**src/rtl/rst_seq_ctrl_pkg.sv**
```systemverilog
// Shared types and width helpers for the staged reset sequencer.
package rst_seq_ctrl_pkg;

  typedef enum logic [2:0] {
    WAIT_LOCK,
    STABLE,
    RELEASE,
    RUN,
    HOLD
  } state_e;

  localparam int LOCK_CNT_W = 8;

  // One spare bit over the maximum count, so terminal compares never see a wrap.
  function automatic int cnt_w(input int max_cnt);
    return $clog2(max_cnt) + 1;
  endfunction

endpackage

```
**src/rtl/rst_seq_ctrl_if.sv**
```systemverilog
// Status/reset bundle between the sequencer and the logic it gates.
interface rst_seq_ctrl_if
  import rst_seq_ctrl_pkg::*;
#(
  parameter int NUM_STAGES = 3
) ();
  logic                  pll_locked;
  logic                  soft_rst_req;
  logic [NUM_STAGES-1:0] rst_n_out;
  logic                  sys_ready;
  logic [LOCK_CNT_W-1:0] lock_loss_cnt;
  logic                  status_led;

  modport master (
    output pll_locked, soft_rst_req,
    input  rst_n_out, sys_ready, lock_loss_cnt, status_led
  );

  modport slave (
    input  pll_locked, soft_rst_req,
    output rst_n_out, sys_ready, lock_loss_cnt, status_led
  );
endinterface

```
**src/rtl/rst_seq_ctrl_sync_2ff.sv**
```systemverilog
// Two-flop synchronizer for a single-bit asynchronous status signal.
module sync_2ff (
  input  logic clk,
  input  logic rst_n,
  input  logic d_i,
  output logic q_o
);
  logic meta_q, sync_q;

  always_ff @(posedge clk or negedge rst_n) begin
    if (!rst_n) begin
      meta_q <= 1'b0;
      sync_q <= 1'b0;
    end else begin
      meta_q <= d_i;
      sync_q <= meta_q;
    end
  end

  assign q_o = sync_q;
endmodule

```
**src/rtl/rst_seq_ctrl.sv**
```systemverilog
// Qualifies PLL lock, then releases staged active-low resets in order;
// re-asserts everything on lock loss or a soft-reset request.
module rst_seq_ctrl
  import rst_seq_ctrl_pkg::*;
#(
  parameter int LOCK_STABLE_CYC = 1024,
  parameter int STAGE_GAP_CYC   = 256,
  parameter int NUM_STAGES      = 3,
  parameter int LED_HALF_CYC    = 25_000_000
) (
  input  logic           sys_clk,
  input  logic           sys_rst_n,
  rst_seq_ctrl_if.slave  bus
);
  localparam int STAB_W = cnt_w(LOCK_STABLE_CYC);
  localparam int GAP_W  = cnt_w(STAGE_GAP_CYC);
  localparam int LED_W  = cnt_w(LED_HALF_CYC);

  state_e                state_q, state_d;
  logic [STAB_W-1:0]     stab_q, stab_d;
  logic [GAP_W-1:0]      gap_q, gap_d;
  logic [LED_W-1:0]      div_q, div_d;
  logic [NUM_STAGES-1:0] rst_q, rst_d;
  logic                  rdy_q, rdy_d;
  logic                  led_q, led_d;
  logic [LOCK_CNT_W-1:0] loss_q, loss_d;
  logic                  lk_s;

  sync_2ff u_lock_sync (
    .clk   (sys_clk),
    .rst_n (sys_rst_n),
    .d_i   (bus.pll_locked),
    .q_o   (lk_s)
  );

  always_ff @(posedge sys_clk or negedge sys_rst_n) begin
    if (!sys_rst_n) begin
      state_q <= WAIT_LOCK;
      stab_q  <= '0;
      gap_q   <= '0;
      div_q   <= '0;
      rst_q   <= '0;
      rdy_q   <= 1'b0;
      led_q   <= 1'b0;
      loss_q  <= '0;
    end else begin
      state_q <= state_d;
      stab_q  <= stab_d;
      gap_q   <= gap_d;
      div_q   <= div_d;
      rst_q   <= rst_d;
      rdy_q   <= rdy_d;
      led_q   <= led_d;
      loss_q  <= loss_d;
    end
  end

  always_comb begin
    state_d = state_q;
    stab_d  = stab_q;
    gap_d   = gap_q;
    rst_d   = rst_q;
    rdy_d   = rdy_q;
    loss_d  = loss_q;
    div_d   = div_q;
    led_d   = led_q;

    case (state_q)
      WAIT_LOCK: begin
        rst_d  = '0;
        rdy_d  = 1'b0;
        stab_d = '0;
        if (lk_s) begin
          state_d = STABLE;
          stab_d  = STAB_W'(1);
        end
      end
      STABLE: begin
        if (!lk_s) begin
          state_d = WAIT_LOCK;
          stab_d  = '0;
        end else if (stab_q == STAB_W'(LOCK_STABLE_CYC)) begin
          state_d = RELEASE;
          rst_d   = NUM_STAGES'(1);
          gap_d   = '0;
        end else begin
          stab_d = stab_q + 1'b1;
        end
      end
      RELEASE: begin
        if (gap_q == GAP_W'(STAGE_GAP_CYC - 1)) begin
          gap_d = '0;
          // Released stages form a thermometer code growing from bit 0.
          if (&rst_q) begin
            state_d = RUN;
            rdy_d   = 1'b1;
          end else begin
            rst_d = (rst_q << 1) | NUM_STAGES'(1);
          end
        end else begin
          gap_d = gap_q + 1'b1;
        end
      end
      RUN: begin
        if (bus.soft_rst_req) begin
          state_d = HOLD;
          rst_d   = '0;
          rdy_d   = 1'b0;
          gap_d   = '0;
        end
      end
      HOLD: begin
        if (gap_q == GAP_W'(STAGE_GAP_CYC - 1)) begin
          state_d = RELEASE;
          rst_d   = NUM_STAGES'(1);
          gap_d   = '0;
        end else begin
          gap_d = gap_q + 1'b1;
        end
      end
      default: begin
        state_d = WAIT_LOCK;
        rst_d   = '0;
        rdy_d   = 1'b0;
      end
    endcase

    // Lock loss overrides any same-cycle soft reset.
    if (!lk_s && (state_q == RELEASE || state_q == RUN || state_q == HOLD)) begin
      state_d = WAIT_LOCK;
      rst_d   = '0;
      rdy_d   = 1'b0;
      stab_d  = '0;
      gap_d   = '0;
      if (loss_q != '1) loss_d = loss_q + 1'b1;
    end

    if (state_d == RUN) begin
      div_d = '0;
      led_d = 1'b1;
    end else if (div_q == LED_W'(LED_HALF_CYC - 1)) begin
      div_d = '0;
      led_d = ~led_q;
    end else begin
      div_d = div_q + 1'b1;
    end
  end

  assign bus.rst_n_out     = rst_q;
  assign bus.sys_ready     = rdy_q;
  assign bus.lock_loss_cnt = loss_q;
  assign bus.status_led    = led_q;
endmodule

```
**src/flat_wrapper.sv**
```systemverilog
// flat-port wrapper written by rule: the top's interface ports become plain ports
module rst_seq_ctrl_flat import rst_seq_ctrl_pkg::*;
#(
  parameter int LOCK_STABLE_CYC = 1024,
  parameter int STAGE_GAP_CYC   = 256,
  parameter int NUM_STAGES      = 3,
  parameter int LED_HALF_CYC    = 25_000_000
)
  (sys_clk, sys_rst_n, bus_pll_locked, bus_soft_rst_req, bus_rst_n_out, bus_sys_ready, bus_lock_loss_cnt, bus_status_led);
  rst_seq_ctrl_if #(.NUM_STAGES(NUM_STAGES)) bus_i ();
  input  logic sys_clk;
  input  logic sys_rst_n;
  input wire logic [$bits(bus_i.pll_locked)-1:0] bus_pll_locked;
  input wire logic [$bits(bus_i.soft_rst_req)-1:0] bus_soft_rst_req;
  output wire logic [$bits(bus_i.rst_n_out)-1:0] bus_rst_n_out;
  output wire logic [$bits(bus_i.sys_ready)-1:0] bus_sys_ready;
  output wire logic [$bits(bus_i.lock_loss_cnt)-1:0] bus_lock_loss_cnt;
  output wire logic [$bits(bus_i.status_led)-1:0] bus_status_led;
  assign bus_i.pll_locked = bus_pll_locked;
  assign bus_i.soft_rst_req = bus_soft_rst_req;
  assign bus_rst_n_out = bus_i.rst_n_out;
  assign bus_sys_ready = bus_i.sys_ready;
  assign bus_lock_loss_cnt = bus_i.lock_loss_cnt;
  assign bus_status_led = bus_i.status_led;
  rst_seq_ctrl #(.LOCK_STABLE_CYC(LOCK_STABLE_CYC), .STAGE_GAP_CYC(STAGE_GAP_CYC), .NUM_STAGES(NUM_STAGES), .LED_HALF_CYC(LED_HALF_CYC)) u_core (.sys_clk(sys_clk), .sys_rst_n(sys_rst_n), .bus(bus_i));
endmodule
```
**config.mk**
```make
export PLATFORM = sky130hd
export DESIGN_NAME = rst_seq_ctrl_flat
export DESIGN_NICKNAME = d
export VERILOG_FILES = /design/src/rtl/rst_seq_ctrl_pkg.sv /design/src/rtl/rst_seq_ctrl_if.sv /design/src/rtl/rst_seq_ctrl_sync_2ff.sv /design/src/rtl/rst_seq_ctrl.sv /design/src/flat_wrapper.sv
export SDC_FILE = /design/constraint.sdc
export NUM_CORES = 1
export LEC_CHECK = 0
export CORE_ASPECT_RATIO = 0.9
export CORE_MARGIN = 1.5
export CORE_UTILIZATION = 35
export DETAILED_ROUTE_END_ITERATION = 10
export MAX_ROUTING_LAYER = met4
export PLACE_DENSITY = 0.52
export REMOVE_ABC_BUFFERS = 1
export SLEW_MARGIN = 30
export SYNTH_ARGS = -nofsm -noshare
export SYNTH_HDL_FRONTEND = slang
export SYNTH_SLANG_ARGS = --single-unit
```
**constraint.sdc**
```tcl
create_clock -name sys_clk -period 2.5 [get_ports sys_clk]
set_input_delay 0.25 -clock sys_clk [delete_from_list [all_inputs] [get_ports sys_clk]]
set_output_delay 0.25 -clock sys_clk [all_outputs]
set_load 0.03 [all_outputs]
```
* Word-level counts from Yosys, hierarchy flattened
Cells that the tools add are included.
** Operators by class
- Mux-type cells :: 37
- Equality and inequality tests :: 18
- Add/subtract/negate cells :: 4
- Reductions and logical operators :: 16
- Bitwise gates (word level) :: 1
** Operators by type and width (count)
- 2-to-1 mux 26 bit :: 2
- 2-to-1 mux 3 bit :: 15
- 2-to-1 mux 9 bit :: 5
- 2-to-1 mux 11 bit :: 3
- one-hot mux 9 bit (3 select lines) :: 1
- adder 26 x 1 -> 26 bit, second input constant :: 1
- equality test 26 x 25 -> 1 bit, second input constant :: 1
- one-hot mux 11 bit (2 select lines) :: 1
- one-hot mux 3 bit (5 select lines) :: 1
- != test 3 x 2 -> 1 bit, second input constant :: 4
- one-hot mux 3 bit (4 select lines) :: 1
- adder 11 x 1 -> 11 bit, second input constant :: 1
- equality test 11 bit, second input constant :: 1
- adder 9 x 1 -> 9 bit, second input constant :: 1
- equality test 3 x 2 -> 1 bit, second input constant :: 3
- equality test 9 x 8 -> 1 bit, second input constant :: 1
- adder 8 x 1 -> 8 bit, second input constant :: 1
- != test 8 bit, second input constant :: 1
- AND reduction 4 bit :: 2
- 2-to-1 mux 1 bit :: 7
- != test 3 bit, second input constant :: 2
- AND reduction 6 bit :: 1
- != test 4 bit, second input constant :: 1
- AND reduction 2 bit :: 2
- other kinds (15) :: 17
** Word-level totals
- Word-level logic and storage cells :: 86
- Output and inout port bits :: 13
- Input bits :: 4
- Flip-flop bits (word level) :: 64

* Depth between registers and ports, before layout
- Word-level depth :: 7
- Mapped depth :: 8
- Mapped depth without buffers :: 7

* Modules after synthesis
From an unflattened synthesis, not the netlist that was laid out.
** Second synthesis, totals
- Cells, all modules :: 340
- Area, all modules :: 3460.8 um2
** Modules (own cells, without submodules)
- rst_seq_ctrl :: seq. area each 1551.5 um2, instances 1, cells an instance 338, area an instance 3410.8 um2
- sync_2ff :: seq. area each 50.0 um2, instances 1, cells an instance 2, area an instance 50.0 um2

* Worst setup path after synthesis
Ideal clock, no wire load.
- Path type :: reg-to-reg
- Start :: register u_core.stab_q[0]
- End :: register u_core.div_q[22]
- Setup slack :: 0.468 ns
- Data required time :: 2.380 ns
- Buffers on the path :: 1
- Clock period less this slack :: 2.032 ns
- Data arrival time :: 1.912 ns
- Cell stages (with the launch flop) :: 9
- Setup time :: 0.120 ns
- Cells stage by stage :: dfrtp_1 > inv_1 > ha_1 > nor4b_2 > nand4b_4 > a31oi_4 > o21a_4 > buf_6 > and3b_1
** On the way
- Word-level cells in the longest chain between the ends :: 7
** Ends and longest elaborated chain
- from (decl) :: RTL line rst_seq_ctrl.sv:20 : logic [STAB_W-1:0] stab_q, stab_d;
- from (signal assigned) :: RTL line rst_seq_ctrl.sv:48 : stab_q <= stab_d;
- equality test 11 bit :: RTL line rst_seq_ctrl.sv:82 : end else if (stab_q == STAB_W'(LOCK_STABLE_CYC)) begin
- 2-to-1 mux 3 bit :: RTL line rst_seq_ctrl.sv:82
- 2-to-1 mux 3 bit :: RTL line rst_seq_ctrl.sv:79 : if (!lk_s) begin
- one-hot mux 3 bit (5 select lines) :: RTL line rst_seq_ctrl.sv:68 : case (state_q)
- 2-to-1 mux 3 bit :: RTL line rst_seq_ctrl.sv:129 : if (!lk_s && (state_q == RELEASE || state_q == RUN || state_q == HOLD)) begin
- net u_core.state_d[1] :: RTL line rst_seq_ctrl.sv:19 : state_e state_q, state_d;
- equality test 3 x 2 -> 1 bit :: RTL line rst_seq_ctrl.sv:138 : if (state_d == RUN) begin
- 2-to-1 mux 26 bit :: RTL line rst_seq_ctrl.sv:138
- net u_core.div_d[22] :: RTL line rst_seq_ctrl.sv:22 : logic [LED_W-1:0] div_q, div_d;
- to (signal assigned) :: RTL line rst_seq_ctrl.sv:50 : div_q <= div_d;
- to (decl) :: RTL line rst_seq_ctrl.sv:22
The timed path passes the listed nets, and every way through them passes these cells.
A chain may end at the register's enable or synchronous reset.

* Worst setup path after layout
- Start :: register u_core.stab_q[0]
- End :: register u_core.stab_q[5]
** On the way
- Word-level cells in the longest chain between the ends :: 5
- Elaborated cells between the ends (all ways) :: 8
- Those cells by class :: 1 x add/sub; 2 x eq/ne; 4 x mux; 1 x reduce/logical
** Ends and longest elaborated chain
- adder 11 x 1 -> 11 bit :: RTL line rst_seq_ctrl.sv:87 : stab_d = stab_q + 1'b1;
- 2-to-1 mux 11 bit :: RTL line rst_seq_ctrl.sv:82
- 2-to-1 mux 11 bit :: RTL line rst_seq_ctrl.sv:79
- one-hot mux 11 bit (2 select lines) :: RTL line rst_seq_ctrl.sv:68
- 2-to-1 mux 11 bit :: RTL line rst_seq_ctrl.sv:129
Several ways; a longest one is shown, not always the timed one. The select of a mux whose other input is x is not followed.

==> run_results.csv <==
group,metric,value,unit
run_status,status,"complete, no violations",
route,via_count,2594,
timing,timing.final.crit_share,89.4,%
cells_and_area,multiInputGateArea,1760,um^2
pwr,sw_frac_of_total,24.2,%
timing,timing_hold_violations_final,0,
timing,finalCriticalPeriod,2.24,ns
setup_path,crit_end,"u_core.stab_q[5]$_DFFE_PN0P_",
global_route,grt_use_met3,5.43,%
timing,fin_tns_setup,0,ns
setup_path,r2r_start,"u_core.stab_q[0]$_DFFE_PN0P_",
setup_path,crit_family,"simple AND/OR/NAND/NOR gates",
timing,drv_slew,0,
route,first_pass_iters,4,
clock_network,cts_root_buffer,"clkbuf_8",
setup_path,path_depth,7,
floorplan,die-area,10500,um^2
setup_path,reg2reg_to,"u_core.stab_q[5]$_DFFE_PN0P_",
clock_network,htree_levels,3,
timing,max_freq,447,MHz
clock_network,clk_path_buf_depth,2,
global_route,grt_usage,15.5,%
global_route,grt_pass1_vias,2521,
pwr,clock_power_share,45.8,%
pwr,power_leakage,1.75,nW
floorplan,die_width,108,um
global_route,grt_pass1_wl,12600,um
global_route,grt_max_degree,28,
setup_path,start_kind,"flop",
yosys,yosys_warnings,0,
global_route,gr-max-usage-layer,"met2",
setup_path,crit_path_max_fanout,9,
floorplan,core,9610,um^2
route,ant_nets,0,
clock_network,cts_sinks,64,
job,drv_cap,0,
setup_path,critical_path_arrival,2.50,ns
route,drt-vias-per-instance,5.16,
route,totalWireLength,7090,um
clock_network,clkTransAtPathRegs,0.07,ns
clock_network,cts_buffers,9,
setup_path,slowest_delay,0.52,ns
timing,relSlewSlack,58.2,%
pwr,p_int,1.65,mW
clock_network,cts_setup_buffers,0,
timing,setup_viol,0,
setup_path,path_cells,"inv_1 > ha_1 > nor4b_2 > a311oi_2 > nor2_1 > o21ai_0 > a21oi_1",
placed_design,io_buffers,16,
pwr,power_frac_comb,5.7,%
placed_design,place_hpwl,4820,um
route,drtIter0Drc,130,
timing,worst_slack,0.265,ns
cells_and_area,seqCellArea,1600,um^2
route,drc_errors,0,
global_route,grt_overflow,0,
floorplan,die_y,97.2,um
setup_path,path_buf_inv,1,
cells_and_area,final_common_cell,"dfrtp_1",
global_route,grtUsageMet1,21.3,%
timing,finClkSkew,0.00880,ns
setup_path,rr_worst_depth,7,
pwr,peakVddDrop,0.513,mV
pwr,power-per-cell-area,547,nW/um^2
placed_design,preCtsSetupSlack,0.188,ns
cells_and_area,antenna_cells,0,
yosys,yosys.cell_types.count,55,
setup_path,required,2.77,ns
cells_and_area,n_fill_cell,961,
yosys,synth_ff_type,"dfrtp_1",
timing,tightestPinTransition,0.625,ns
global_route,antenna_found_initial,0,
yosys,synth_edf_count,0,
cells_and_area,final_cell_mix,"dfrtp_1 (64), nor2_1 (41), nand2_1 (32), xnor2_1 (22), xor2_1 (19)",
placed_design,routabilityCongestion,0.802,
floorplan,ioPinCount,17,
yosys,yosys-top-cells-area,"dfrtp_1 (46%), xnor2_1 (5.6%), xor2_1 (4.8%), nor2_1 (4.5%), nand2_1 (3.5%)",
setup_path,crit_start,"u_core.stab_q[0]$_DFFE_PN0P_",
pwr,p_switching,527,uW
cells_and_area,num-nets-final,381,
global_route,gr-usage-met2,22.0,%
setup_path,slowest_stage,"nor4b_2",
clock_network,insertion_delay,0.35,ns
worst_hold_path,hold_class,"input port to flop",
route,routedWlPerCell,14.1,um
setup_path,rrSetupSlack,0.26,ns
yosys,async_flop_share,100,%
yosys,synth.avg_cell_area,9.97,um^2
yosys,ys_seq_elements,64,
setup_path,cp-end-kind,"flop",
cells_and_area,post-route-util,41.5,%
clock_network,cts_tree,"built",
pwr,seq_power_share,48.6,%
floorplan,rows,34,
yosys,syn_inst,346,
cells_and_area,area_delta_synth_final,15.7,%
floorplan,initial_core_util,35.9,%
cells_and_area,layout-drive-gt1-share,10.3,%
timing,grt_setup_unrepaired,"no",
yosys,synth_top_area_share,46.4,%
yosys,mappedNetlistArea,3450,um^2
yosys,synth.yosys.seq_area_share,46.4,%
setup_path,critPathKind,"flop to flop",
yosys,synth_area_leader_cell,"dfrtp_1",
[metal layers]
metal | part of all wire (%) | up-vias
met5 | 0 | -
met4 | 0.69 | 0
met3 | 3.5 | 4
met2 | 46 | 39
met1 | 50 | 1269
li1 | - | 1282
[repair_timing]
action / CTS / global route
hold buffers: 1 / 0
endpoints found under the setup margin: 0 / 1
gates resized for setup: 0 / 1
endpoints found under the hold margin: 25 / 0
[synthesized netlist by cell type (all sizes together) (3+ instances only)]
| cell type | number |
|---|---|
| and4 | 5 |
| nand4 | 17 |
| nor3b | 3 |
| nand2 | 32 |
| nor4b | 4 |
| dfrtp | 64 |
| inv | 6 |
| o21ai | 12 |
| xnor2 | 22 |
| o31ai | 3 |
| ha | 5 |
| and3 | 8 |
| nor3 | 5 |
| nor4 | 3 |
| nand3 | 19 |
| nand2b | 5 |
| and3b | 8 |
| buf | 8 |
| nor2b | 7 |
| a31oi | 6 |
| xor2 | 19 |
| nor2 | 41 |
| a21oi | 11 |
[how the worst min path moves through the flow]
stage	startpoint	to	slack, ns	cells after the start
2_1_floorplan	sys_rst_n	u_core.bus.lock_loss_cnt[0]$_DFFE_PN0P_	-0.05	0
3_3_place_gp	sys_rst_n	u_core.stab_q[9]$_DFFE_PN0P_	0.31	1
4_1_cts	bus_pll_locked	u_core.u_lock_sync.meta_q$_DFF_PN0_	0.31	1
3_5_place_dp	sys_rst_n	u_core.stab_q[9]$_DFFE_PN0P_	0.31	1
6_report	bus_pll_locked	u_core.u_lock_sync.meta_q$_DFF_PN0_	0.34	1
5_1_grt	bus_pll_locked	u_core.u_lock_sync.meta_q$_DFF_PN0_	0.32	1
[metrics by stage]
stage	cell area [um^2]	power [mW]	std cells	hold WS (ns)
global placement	3750	1.20	486	0.315
finish	3990	2.18	503	0.336
detailed placement	3750	1.20	486	0.314
CTS	3990	2.23	503	0.312
global route	3990	2.29	503	0.323
floorplan	3380	1.14	336	-0.0456
[layout make-up]
cell class / count / area share [%]
clock buffers: 10 / 3.20
clock inverters: 6 / 2.32
inverters: 6 / 0.564
multi-input cells: 266 / 44.2
flip-flops and latches: 64 / 40.1
well taps: 126 / 3.95
repair buffers: 25 / 5.64
[power by group through the flow]
stage	Clock [mW]	Combinational, mW	Sequential, mW
floorplan	0	0.0590	1.08
global placement	0	0.123	1.08
detailed placement	0	0.124	1.08
CTS	1.04	0.126	1.06
global route	1.09	0.140	1.06
finish	0.998	0.123	1.06
[registers in the layout, indices dropped and copies added (netlist names), 3 cells and up]
register,cells
u_core.stab_q,11
u_core.gap_q,9
u_core.div_q,26
u_core.bus.lock_loss_cnt,8
u_core.bus.rst_n_out,3
u_core.state_q,3
[worst reg2reg max path, cell delays in order, from the launching register on]
cell,delay (ns)
dfrtp_1,0.40
inv_1,0.10
ha_1,0.15
nor4b_2,0.52
a311oi_2,0.26
nor2_1,0.43
o21ai_0,0.16
a21oi_1,0.14
[kinds of logic (layout without fill, tap and decap cells)]
family                     after synthesis  after routing  synth area share [%]
xor gates and xnor gates                41             41                  10.4
buffers and inverters                   16             47                  2.65
AOI/OAI and AO/OA                       49             49                  9.75
adders and majority gates                6              6                  2.10
muxes                                    2              2                 0.653
and+or+nand+nor                        168            168                  28.0
DFF                                     64             64                  46.4
Note: power is estimated with default switching activity, not from simulation.
